**config.mk**
```make
export PLATFORM = sky130hd
export DESIGN_NAME = serial_add_ctrl
export DESIGN_NICKNAME = d
export VERILOG_FILES = /design/src/rtl/serial_add_ctrl.sv
export SDC_FILE = /design/constraint.sdc
export NUM_CORES = 1
export LEC_CHECK = 0
export ABC_AREA = 0
export BUFFER_PORTS_ARGS = -buffer_cell sky130_fd_sc_hd__buf_2
export CORE_ASPECT_RATIO = 0.9
export CORE_MARGIN = 3
export CORE_UTILIZATION = 30
export CTS_CLUSTER_SIZE = 8
export DETAILED_ROUTE_END_ITERATION = 12
export GPL_TIMING_DRIVEN = 0
export HOLD_SLACK_MARGIN = 0.05
export PLACE_DENSITY = 0.59
export SLEW_MARGIN = 0
export SYNTH_ARGS = -nofsm -noshare
export SYNTH_HDL_FRONTEND = slang
export SYNTH_SLANG_ARGS = --single-unit
```
**constraint.sdc**
```tcl
create_clock -name clk -period 1.35 [get_ports clk]
set_input_delay 0.0675 -clock clk [delete_from_list [all_inputs] [get_ports clk]]
set_output_delay 0.0675 -clock clk [all_outputs]
set_load 0.02 [all_outputs]
```
**src/rtl/serial_add_ctrl.sv**
```systemverilog
// serial_add_ctrl: bit-serial adder controller.
// Computes {cout,sum} = a + b + cin, one bit per clock, LSB first.
// It reuses a single full_adder cell for every bit.
//
// Ports:
//   clk, rst_n           clock, asynchronous active-low reset
//   in_valid / in_ready  operand handshake (a, b, cin)
//   out_valid/out_ready  result handshake (sum, cout)
//   busy                 high while bits are being added
//
// state | meaning
// IDLE  | ready for operands; last result still visible on sum/cout
// RUN   | one bit per edge through the full adder, WIDTH edges total
// DONE  | result valid; held until out_ready

module full_adder (
  input  logic a,
  input  logic b,
  input  logic ci,
  output logic sum,
  output logic co
);
  assign sum = a ^ b ^ ci;
  assign co  = (a & b) | (ci & (a ^ b));
endmodule

module serial_add_ctrl #(
  parameter int WIDTH = 8
) (
  input  logic             clk,
  input  logic             rst_n,
  input  logic             in_valid,
  output logic             in_ready,
  input  logic [WIDTH-1:0] a,
  input  logic [WIDTH-1:0] b,
  input  logic             cin,
  output logic             out_valid,
  input  logic             out_ready,
  output logic [WIDTH-1:0] sum,
  output logic             cout,
  output logic             busy
);

  localparam int CW = (WIDTH > 1) ? $clog2(WIDTH) : 1;
  localparam logic [CW-1:0] LAST = CW'(WIDTH - 1);

  typedef enum logic [1:0] {
    IDLE = 2'd0,
    RUN  = 2'd1,
    DONE = 2'd2
  } state_t;

  state_t           state_q, state_d;
  logic [WIDTH-1:0] a_sr_q, a_sr_d;
  logic [WIDTH-1:0] b_sr_q, b_sr_d;
  logic [WIDTH-1:0] sum_sr_q, sum_sr_d;
  logic             carry_q, carry_d;
  logic             cout_q, cout_d;
  logic [CW-1:0]    cnt_q, cnt_d;

  logic             fa_sum, fa_co;
  logic [WIDTH:0]   sum_shift;

  full_adder u_fa (
    .a   (a_sr_q[0]),
    .b   (b_sr_q[0]),
    .ci  (carry_q),
    .sum (fa_sum),
    .co  (fa_co)
  );

  // The new bit enters at the MSB. Slicing the concatenation keeps WIDTH=1 legal.
  assign sum_shift = {fa_sum, sum_sr_q};

  always_comb begin
    state_d   = state_q;
    a_sr_d    = a_sr_q;
    b_sr_d    = b_sr_q;
    sum_sr_d  = sum_sr_q;
    carry_d   = carry_q;
    cout_d    = cout_q;
    cnt_d     = cnt_q;
    in_ready  = 1'b0;
    out_valid = 1'b0;
    busy      = 1'b0;

    case (state_q)
      IDLE: begin
        in_ready = 1'b1;
        if (in_valid) begin
          a_sr_d   = a;
          b_sr_d   = b;
          carry_d  = cin;
          cnt_d    = '0;
          sum_sr_d = '0;
          state_d  = RUN;
        end
      end
      RUN: begin
        busy     = 1'b1;
        sum_sr_d = sum_shift[WIDTH:1];
        carry_d  = fa_co;
        a_sr_d   = a_sr_q >> 1;
        b_sr_d   = b_sr_q >> 1;
        if (cnt_q == LAST) begin
          cout_d  = fa_co;
          state_d = DONE;
        end else begin
          cnt_d = cnt_q + CW'(1);
        end
      end
      DONE: begin
        out_valid = 1'b1;
        if (out_ready) state_d = IDLE;
      end
      default: state_d = IDLE;
    endcase
  end

  always_ff @(posedge clk or negedge rst_n) begin
    if (!rst_n) begin
      state_q  <= IDLE;
      a_sr_q   <= '0;
      b_sr_q   <= '0;
      sum_sr_q <= '0;
      carry_q  <= 1'b0;
      cout_q   <= 1'b0;
      cnt_q    <= '0;
    end else begin
      state_q  <= state_d;
      a_sr_q   <= a_sr_d;
      b_sr_q   <= b_sr_d;
      sum_sr_q <= sum_sr_d;
      carry_q  <= carry_d;
      cout_q   <= cout_d;
      cnt_q    <= cnt_d;
    end
  end

  assign sum  = sum_sr_q;
  assign cout = cout_q;

endmodule

```
==> results.py <==
metrics = {
    "power_and_ir_drop": {
        "vdd.ir_drop.worst_uv": 875,
        "combPwrFrac": 0.442,
        "switchingPower_mw": 1.67,
        "p_total_mw": 4.40,
        "pwr-share-clk": 0.180,
        "powerDensity_nw_per_um2": 2310,
        "leakage_nw": 0.862,
        "p_sw_frac": 0.379,
        "p_int_mw": 2.73,
        "sequentialPowerShare": 0.378,
    },
    "final_layout": {
        "area_growth_pct": 28.8,
        "drive_above_1_share": 0.328,
        "utilization": 0.413,
        "finalNonFillerCells": 248,
        "nets": 209,
        "diodes": 0,
    },
    "synth": {
        "syn_nets": 165,
        "seq_area_frac_synth": 0.526,
        "yosysWarnings": 0,
        "synth.top_cell.area_share": 0.526,
        "postSynthCellCount": 141,
        "synth_most_common_cell": "dfrtp_1",
        "synth_largest_area_cell": "dfrtp_1",
        "ys.flop_type": "dfrtp_1",
        "ys_ff_latch": 31,
        "synthDistinctLibCells": 26,
        "synthTopCellsByCount": "31 x dfrtp_1, 30 x nor3_1, 14 x o22ai_1",
        "syn-cell-area_um2": 1480,
        "synth_edf_count": 0,
        "post_synth.cell_area_avg_um2": 10.5,
        "async_flop_share": 1.00,
        "synth_area_leaders": "dfrtp_1 53%, nor3_1 10%, a22o_1 7.1%",
    },
    "floorplan": {
        "fp.dieH_um": 72.5,
        "rows": 23,
        "pin_count": 33,
        "dieWidth_um": 79.9,
        "die-area_um2": 5800,
        "core_area_um2": 4600,
        "initial_utilization": 0.320,
    },
    "critical_path": {
        "crit_fanout": 5,
        "critPathKind": "reg2reg",
        "rr_endpoint": "cnt_q[0]",
        "crit_arrival_ns": 1.46,
        "reg2regPathDepth": 4,
        "reg2reg_from": "cnt_q[1]",
        "endpoint_kind": "flip-flop",
        "setup.worst_path.start_class": "flip-flop",
        "cp-startpoint": "cnt_q[1]",
        "r2r_slack_ns": 0.05,
        "required_ns": 1.51,
    },
    "min_path": {
        "hold_start": "b[4]",
        "hold_depth": 3,
        "hold_path.class": "in2reg",
        "whs_endpoint": "b_sr_q[4]",
    },
    "routing": {
        "vias_per_cell": 5.09,
        "drc": 0,
        "wire_per_inst_um": 14.1,
        "vias": 1263,
        "dr.pass1.iters": 4,
        "ant_nets": 0,
        "drt_iter0_drc": 45,
        "wirelength_um": 3500,
    },
    "timing": {
        "setup_violations": 0,
        "fmax_mhz": 771,
        "hold_viol": 0,
        "skew_ns": 0.00299,
        "worst_slew_pin_slew_ns": 0.714,
        "tns_ns": 0,
        "grt_setup_unrepaired": "yes",
        "period_minus_slack_ns": 1.30,
        "finalCritPeriodShare": 0.961,
        "drv_slew": 0,
        "max-slew-margin-rel": 0.524,
    },
    "clocking": {
        "clk_pin_slew_ns": 0.06,
        "clock_latency_ns": 0.27,
        "cts_root_buf": "clkbuf_8",
        "cts_buffers": 5,
        "cts_tree": "done",
        "clock_sinks": 31,
        "htreeDepth": 2,
        "clock_path_buffers": 2,
    },
    "global_routing": {
        "grt_pass1_vias": 1292,
        "overflow": 0,
        "grt_pass1_wl_um": 6040,
        "grt_max_degree": 32,
        "antenna_found_initial": 0,
        "track_usage": 0.132,
    },
    "run_status": {
        "status": "finished, final reports clean",
    },
    "placed_design": {
        "place_congestion": 0.724,
        "dpl.hpwl_um": 2480,
        "port_buffers": 32,
        "dp_cells": 235,
    },
    "run": {
        "cap_violations": 0,
    },
}
## kinds of logic after synthesis
logic type               Yosys count  share of synthesized area
AND/OR/NAND/NOR                   48                      0.160
buffers and inverters             17                     0.0679
multiplexers                       2                     0.0144
adder cells (fa/ha/maj)            3                     0.0305
AO/OA/AOI/OAI                     40                      0.201
flip-flops                        31                      0.526
## critical path, cell delays in order (launching register included)
cell     delay (ns)
dfrtp_1        0.38
ha_2           0.20
ha_4           0.18
mux2_2         0.26
a22o_1         0.17
## layout by cell type, fill, tap and decap left out, types with 4 or more instances in the layout
master	count
buf_4	9
nor3_1	30
o22ai_1	14
dlygate4sd3_1	4
nor2_1	8
dfrtp_1	31
nand2_1	4
inv_1	4
buf_2	33
o21ai_1	4
a22o_1	12
clkbuf_8	7
o32ai_1	5
## what timing repair did
action,CTS,global route
hold buffers,4,0
setup endpoints to repair,6,4
gates resized for setup,7,3
hold endpoints to repair,34,0
buffers inserted,1,2
pin swaps,0,1
## per-stage QoR
step / hold slack (ns) / worst slack, ns / cell area, um2
after floorplan: -0.228 / 0.00565 / 1480
after global placement: 0.159 / -0.102 / 1710
after detailed placement: 0.174 / -0.106 / 1710
after CTS: 0.0683 / 0.00457 / 1880
after global routing: 0.0711 / -0.0230 / 1900
final: 0.0735 / 0.0526 / 1900
## metal layers
layer,part of all wire,global-route usage
met1,0.50,0.187
met3,0.055,0.0422
met2,0.44,0.197
met5,0,0
met4,0.0040,0.0300
## registers in the layout (all words and copies together) (netlist names)
register,flops
b_sr_q,8
state_q,2
cout,1
a_sr_q,8
sum,8
carry_q,1
cnt_q,3
## worst max-delay path by stage
stage,to,slack (ns)
final,cnt_q[0],0.05
after global routing,cnt_q[0],-0.02
after CTS,cnt_q[0],0.005
after detailed placement,cnt_q[0],-0.11
after global placement,cnt_q[0],-0.10
after floorplan,cnt_q[0],0.006
## layout make-up
cell class | count | area, um2
clock buffers | 8 | 100
repair buffers | 39 | 228
flip-flops and latches | 31 | 776
well taps | 62 | 77.6
fillers | 501 | 2700
multi-input cells | 93 | 624
plain buffers | 9 | 67.6
inverters | 6 | 27.5
## power groups by stage
stage	Clock, mW	Sequential, mW	Combinational [mW]
floorplan	0	1.75	1.24
global placement	0	1.67	1.79
detailed placement	0	1.68	1.84
CTS	0.821	1.67	1.91
global route	0.867	1.72	2.20
finish	0.792	1.66	1.94
Power figures use the tool's default switching activity.
